--- src/rtl/fifo_uart_tx_pkg.sv ---
// Shared definitions for the FIFO-draining UART transmitter:
// FSM state encoding and the line levels used on the serial output.
package fifo_uart_tx_pkg;

    typedef enum logic [2:0] {
        ST_IDLE  = 3'd0,
        ST_POP   = 3'd1,
        ST_LOAD  = 3'd2,
        ST_START = 3'd3,
        ST_DATA  = 3'd4,
        ST_STOP  = 3'd5
    } state_t;

    // Line level while nothing is being sent (also the stop bit level).
    localparam logic UART_IDLE_LEVEL = 1'b1;
    // Line level of the start bit.
    localparam logic START_LEVEL     = 1'b0;
    // Width of the completed-frame counter.
    localparam int   TX_COUNT_W      = 16;

endpackage

--- src/rtl/fifo_uart_tx_if.sv ---
// FIFO read port as seen by the transmitter: pop strobe, empty flag and
// the registered read data that is valid the cycle after the pop.
interface fifo_uart_tx_if #(
    parameter int DATA_BITS = 8
);
    logic                 r_en;
    logic                 buff_empty;
    logic [DATA_BITS-1:0] buff_out;

    // Consumer side (the transmitter).
    modport master (
        output r_en,
        input  buff_empty,
        input  buff_out
    );

    // Producer side (the FIFO read port).
    modport slave (
        input  r_en,
        output buff_empty,
        output buff_out
    );
endinterface

--- src/rtl/fifo_uart_tx_baud_tick.sv ---
// Baud divider: counts 0..CLKS_PER_BIT-1 and flags the last cycle of each
// bit period. Clear holds the count at zero so a new bit starts aligned.
module fifo_uart_tx_baud_tick #(
    parameter int CLKS_PER_BIT = 16
) (
    input  logic clk,
    input  logic rst,
    input  logic clr,
    output logic tick
);
    localparam logic [15:0] TERM = 16'(CLKS_PER_BIT - 1);

    logic [15:0] cnt_reg;
    logic [15:0] cnt_next;

    // Next count: zero on clear or terminal count, otherwise increment.
    always_comb begin
        cnt_next = cnt_reg;
        if (clr || (cnt_reg == TERM)) begin
            cnt_next = '0;
        end else begin
            cnt_next = cnt_reg + 16'd1;
        end
    end

    // Counter register.
    always_ff @(posedge clk) begin
        if (rst) begin
            cnt_reg <= '0;
        end else begin
            cnt_reg <= cnt_next;
        end
    end

    assign tick = (cnt_reg == TERM);

endmodule

--- src/rtl/fifo_uart_tx.sv ---
// Drains a byte FIFO and sends each byte as an 8N1 UART frame.
// Sequence per byte: IDLE -> POP (r_en) -> LOAD (capture buff_out) ->
// START -> DATA (LSB first) -> STOP. tx is registered and computed from
// the next state, so the line level lines up with the state it belongs to.
module fifo_uart_tx
    import fifo_uart_tx_pkg::*;
#(
    parameter int CLKS_PER_BIT = 16,
    parameter int DATA_BITS    = 8
) (
    input  logic                  clk,
    input  logic                  rst,
    input  logic                  tx_en,
    fifo_uart_tx_if.master        fifo,
    output logic                  tx,
    output logic                  busy,
    output logic [TX_COUNT_W-1:0] tx_count
);
    localparam int BIT_W = (DATA_BITS > 1) ? $clog2(DATA_BITS) : 1;
    localparam logic [BIT_W-1:0] LAST_BIT = BIT_W'(DATA_BITS - 1);

    state_t                state_reg, state_next;
    logic [DATA_BITS-1:0]  shift_reg, shift_next;
    logic [BIT_W-1:0]      bit_idx_reg, bit_idx_next;
    logic                  tx_reg, tx_next;
    logic                  r_en_reg, r_en_next;
    logic [TX_COUNT_W-1:0] tx_count_reg, tx_count_next;
    logic                  baud_clr;
    logic                  baud_tick;

    fifo_uart_tx_baud_tick #(
        .CLKS_PER_BIT(CLKS_PER_BIT)
    ) u_uart_baud_tick (
        .clk  (clk),
        .rst  (rst),
        .clr  (baud_clr),
        .tick (baud_tick)
    );

    // Next-state, datapath and registered-output decode.
    always_comb begin
        state_next    = state_reg;
        shift_next    = shift_reg;
        bit_idx_next  = bit_idx_reg;
        r_en_next     = 1'b0;
        tx_count_next = tx_count_reg;
        baud_clr      = 1'b1;
        tx_next       = UART_IDLE_LEVEL;

        case (state_reg)
            ST_IDLE: begin
                // Pop strobe is registered, so it is high during POP.
                if (tx_en && !fifo.buff_empty) begin
                    state_next = ST_POP;
                    r_en_next  = 1'b1;
                end
            end
            ST_POP: begin
                // Sole reader of the FIFO: the byte is guaranteed to arrive.
                state_next = ST_LOAD;
            end
            ST_LOAD: begin
                shift_next = fifo.buff_out;
                state_next = ST_START;
            end
            ST_START: begin
                baud_clr = 1'b0;
                if (baud_tick) begin
                    state_next   = ST_DATA;
                    bit_idx_next = '0;
                end
            end
            ST_DATA: begin
                baud_clr = 1'b0;
                if (baud_tick) begin
                    if (bit_idx_reg == LAST_BIT) begin
                        state_next = ST_STOP;
                    end else begin
                        bit_idx_next = bit_idx_reg + 1'b1;
                        shift_next   = shift_reg >> 1;
                    end
                end
            end
            ST_STOP: begin
                baud_clr = 1'b0;
                if (baud_tick) begin
                    tx_count_next = tx_count_reg + 1'b1;
                    state_next    = ST_IDLE;
                end
            end
            default: begin
                state_next = ST_IDLE;
            end
        endcase

        case (state_next)
            ST_START: tx_next = START_LEVEL;
            ST_DATA:  tx_next = shift_next[0];
            default:  tx_next = UART_IDLE_LEVEL;
        endcase
    end

    // State and datapath registers.
    always_ff @(posedge clk) begin
        if (rst) begin
            state_reg    <= ST_IDLE;
            shift_reg    <= '0;
            bit_idx_reg  <= '0;
            tx_reg       <= UART_IDLE_LEVEL;
            r_en_reg     <= 1'b0;
            tx_count_reg <= '0;
        end else begin
            state_reg    <= state_next;
            shift_reg    <= shift_next;
            bit_idx_reg  <= bit_idx_next;
            tx_reg       <= tx_next;
            r_en_reg     <= r_en_next;
            tx_count_reg <= tx_count_next;
        end
    end

    assign fifo.r_en = r_en_reg;
    assign tx        = tx_reg;
    assign busy      = (state_reg != ST_IDLE);
    assign tx_count  = tx_count_reg;

endmodule

--- src/flat_wrapper.sv ---
// flat-port wrapper written by rule: the top's interface ports become plain ports
module fifo_uart_tx_flat import fifo_uart_tx_pkg::*;
#(
    parameter int CLKS_PER_BIT = 16,
    parameter int DATA_BITS    = 8
)
  (clk, rst, tx_en, tx, busy, tx_count, fifo_r_en, fifo_buff_empty, fifo_buff_out);
  fifo_uart_tx_if #(.DATA_BITS(DATA_BITS)) fifo_i ();
  input  logic clk;
  input  logic rst;
  input  logic tx_en;
  output logic tx;
  output logic busy;
  output logic [TX_COUNT_W-1:0] tx_count;
  output wire logic [$bits(fifo_i.r_en)-1:0] fifo_r_en;
  input wire logic [$bits(fifo_i.buff_empty)-1:0] fifo_buff_empty;
  input wire logic [$bits(fifo_i.buff_out)-1:0] fifo_buff_out;
  assign fifo_r_en = fifo_i.r_en;
  assign fifo_i.buff_empty = fifo_buff_empty;
  assign fifo_i.buff_out = fifo_buff_out;
  fifo_uart_tx #(.CLKS_PER_BIT(CLKS_PER_BIT), .DATA_BITS(DATA_BITS)) u_core (.clk(clk), .rst(rst), .tx_en(tx_en), .fifo(fifo_i), .tx(tx), .busy(busy), .tx_count(tx_count));
endmodule
--- config.mk ---
export PLATFORM = sky130hd
export DESIGN_NAME = fifo_uart_tx_flat
export DESIGN_NICKNAME = d
export VERILOG_FILES = /design/src/rtl/fifo_uart_tx_pkg.sv /design/src/rtl/fifo_uart_tx_if.sv /design/src/rtl/fifo_uart_tx_baud_tick.sv /design/src/rtl/fifo_uart_tx.sv /design/src/flat_wrapper.sv
export SDC_FILE = /design/constraint.sdc
export NUM_CORES = 1
export LEC_CHECK = 0
export CORE_MARGIN = 2
export CORE_UTILIZATION = 53
export DETAILED_ROUTE_END_ITERATION = 10
export PLACE_DENSITY = 0.82
export SLEW_MARGIN = 20
export SYNTH_ARGS = -nofsm -noshare
export SYNTH_HDL_FRONTEND = slang
export SYNTH_SLANG_ARGS = --single-unit
export TNS_END_PERCENT = 20
--- constraint.sdc ---
create_clock -name clk -period 2.95 [get_ports clk]
set_clock_uncertainty 0.1 [all_clocks]
set_input_delay 0.295 -clock clk [delete_from_list [all_inputs] [get_ports clk]]
set_output_delay 0.295 -clock clk [all_outputs]
set_load 0.01 [all_outputs]
==> results by group <==
Finish
  • Non-Filler Instances: 322
  • Fillcell total: 325
  • Synth-to-layout area growth: 22.6%
  • Fin area: 2620 um2
  • Area of the multi-input gates: 1130 um2
  • Fin util: 0.665
  • Share of layout cells above drive strength 1: 0.0662
  • FF/Latch Area: 961 um2
  • ANT cells: 0
  • Final nets: 288

Die
  • Die Y-Extent: 67.5 um
  • Initial Util: 0.543
  • # rows: 23
  • Core Region: 3940 um2
  • Die Span X: 67.5 um
  • Boundary Pins: 31
  • Full die area: 4560 um2

Pwr
  • Total internal power: 1.02 mW
  • Flop pwr share: 0.521
  • Power Density: 486 nW/um2
  • Power share of the combinational group: 0.048
  • Leakage power: 0.898 nW
  • Sw Share: 0.196
  • P_sw: 250 uW
  • Clk pwr share: 0.431
  • Peak VDD IR: 0.000290 V

Route
  • DRC viols: 0
  • Post-DR wirelength/cell: 12.4 um
  • DRT iter0 DRCs: 105
  • Pre-antenna DRT Iters: 4
  • WL final: 3.98 mm
  • Routed vias/inst: 5.36
  • Antenna-violating nets left: 0
  • Routed vias: 1727

Clock network
  • TritonCTS Sinks: 48
  • Clk slew on worst S/H paths: 0.09 ns
  • Post-CTS Setup Bufs: 0
  • CTS tree: built
  • CTS resizes: 0
  • Number of buffers created by CTS: 5
  • Skew-Pair Late Insertion Delay: 0.30 ns
  • Longest Clk Path Bufs: 2
  • Root Buffer: clkbuf_8
  • CTS H-Tree Depth: 2
  • Hold_buf cts: 0

STA
  • Maximum clock rate: 0.437 GHz
  • Final Hold Vio Count: 0
  • Period utilization: 0.776
  • Min Tclk post-route: 2.29 ns
  • Fin Setup TNS: 0 ns
  • Slew HR: 0.630
  • Hold_ws: 0.359 ns
  • Worst slew pin tran: 0.550 ns
  • Max-slew violation count: 0
  • RSZ-0062 raised after global routing: no
  • Setup violations, final: 0

Synth
  • Yosys top cell by area: dfxtp_1
  • Most frequent cell after synthesis: dfxtp_1
  • Post-synth top area share: 0.449
  • Netlist cell types: 35
  • Yosys warns: 0
  • Cells after Synth: 240
  • Asr flop ratio synth: 0
  • Most used DFF post-synth: dfxtp_1
  • Syn_nets: 256
  • Mapped cell area: 2140 um2
  • Leading cell types by count after synthesis: dfxtp_1 (48), nor2_1 (42), nand3_1 (18)
  • Seq/Total Area, Yosys: 0.449
  • Avg Cell Area, Syn: 8.91 um2
  • Yosys reg bits: 48
  • Area contributors post-synth: dfxtp_1 (45%), nor2_1 (7.4%), xor2_1 (6.1%), xnor2_1 (5.3%), nand3_1 (4.2%)
  • EDFF count, synth: 0

Global routing
  • First-pass GRT wire length: 6.51 mm
  • Initial antenna violation count: 0
  • Vias in the first global route: 1461
  • Largest net degree at the start of global routing: 22
  • GRT Residual Overflow: 0
  • All-layer global routing usage: 0.192

Placed design
  • Placer Congestion: 0.773
  • # placed instances: 315
  • DP HPWL: 2.77 mm
  • Port Buf Inserts: 30
  • Post-DP Area: 2490 um2

Critical path
  • WP data required: 3.09 ns
  • Slowest cell on crit path: or4_4
  • R2r endpoint: u_core.tx_count[14]
  • Worst reg-to-reg setup slack: 0.66 ns
  • Setup CP Type: flip-flop to flip-flop
  • Critical-path cell list: ha_1 > and3_1 > nand4_4 > or4_4 > or3_1 > a21oi_1
  • CP peak stage delay: 0.59 ns
  • Setup crit end kind: flip-flop
  • R2R cell count: 6
  • CP Launch Type: flip-flop
  • Launch point of the worst reg-to-reg path: u_core.u_uart_baud_tick.cnt_reg[0]
  • WP data arrival: 2.43 ns
  • Worst Path Max Fanout: 9

Run
  • Max Cap Viol: 0

Min path
  • Worst Hold Class: flip-flop to flip-flop
  • WHS Path Cells: 2
  • Hold path endpoint: u_core.shift_reg[6]
  • Worst Hold Launch: u_core.shift_reg[6]

Status
  • Status: completed
per-layer routing:
layer  global-route usage  wire [um]
met5                    0          0
met2                0.311       1890
met3               0.0550        186
met1                0.239       1850
met4               0.0765         57
cell usage in the layout, fill, tap and decap left out, types with 2 or more instances in the layout:
| cell type | synthesis | layout |
|---|---|---|
| dfxtp_1 | 48 | 48 |
| nor2_1 | 42 | 42 |
| clkdlybuf4s50_1 | 0 | 30 |
| nand3_1 | 18 | 18 |
| nand2_1 | 17 | 17 |
| xor2_1 | 15 | 15 |
| a21oi_1 | 14 | 14 |
| xnor2_1 | 13 | 13 |
| and3_1 | 7 | 7 |
| a22oi_1 | 6 | 6 |
| nand2b_1 | 5 | 5 |
| inv_1 | 5 | 5 |
| clkbuf_8 | 0 | 5 |
| o21ai_0 | 4 | 4 |
| ha_1 | 4 | 4 |
| or3_1 | 3 | 3 |
| nor3_1 | 3 | 3 |
| nor4_4 | 3 | 3 |
| and4_1 | 3 | 3 |
| nor2b_1 | 3 | 3 |
| buf_4 | 0 | 3 |
| nand3b_1 | 2 | 2 |
| and2_1 | 2 | 2 |
| mux2i_1 | 2 | 2 |
| nand4_1 | 2 | 2 |
| bufinv_16 | 0 | 2 |
power groups by stage:
stage          Clock (mW)  Sequential (mW)  Combinational [mW]
2_1_floorplan           0            0.677              0.0340
5_1_grt             0.590            0.666              0.0667
6_report            0.549            0.664              0.0608
3_5_place_dp            0            0.679              0.0609
3_3_place_gp            0            0.679              0.0604
4_1_cts             0.558            0.664              0.0611
worst max-delay path by stage:
stage,startpoint,to,slack (ns),cells past startpoint
floorplan,u_core.u_uart_baud_tick.cnt_reg[0],u_core.tx_count[14],0.81,7
global placement,u_core.u_uart_baud_tick.cnt_reg[0],u_core.tx_count[14],0.76,6
global route,u_core.u_uart_baud_tick.cnt_reg[0],u_core.tx_count[15],0.53,7
detailed placement,u_core.u_uart_baud_tick.cnt_reg[0],u_core.tx_count[15],0.67,7
finish,u_core.u_uart_baud_tick.cnt_reg[0],u_core.tx_count[14],0.66,6
CTS,u_core.u_uart_baud_tick.cnt_reg[0],u_core.tx_count[15],0.65,7
logic make-up after synthesis:
| logic type | after synthesis | share of synthesized area |
|---|---|---|
| AOI/OAI and AO/OA | 30 | 0.0860 |
| DFF | 48 | 0.449 |
| and+or+nand+nor | 115 | 0.294 |
| buffers and inverters | 13 | 0.0234 |
| xor gates and xnor gates | 28 | 0.115 |
| muxes | 2 | 0.00936 |
| adders and majority gates | 4 | 0.0234 |
stage by stage:
stage / power [mW] / setup WS, ns
6_report: 1.27 / 0.662
2_1_floorplan: 0.711 / 0.814
5_1_grt: 1.32 / 0.529
4_1_cts: 1.28 / 0.652
3_5_place_dp: 0.740 / 0.670
3_3_place_gp: 0.740 / 0.759
critical path: cells and delay by family, from the launching register on:
| family | cells | cell delay [ns] |
|---|---|---|
| compound gates | 1 | 0.15 |
| flops | 1 | 0.37 |
| fa+ha+maj | 1 | 0.21 |
| simple gates | 4 | 1.40 |
cell type report:
type | instances | area share
repair buffers | 33 | 0.123
multi-input cells | 179 | 0.430
well taps | 50 | 0.0239
flip-flops and latches | 48 | 0.366
inverters | 5 | 0.00716
clock buffers | 5 | 0.0262
clock inverters | 2 | 0.0229
No activity file was read; power rests on OpenSTA's default activity.
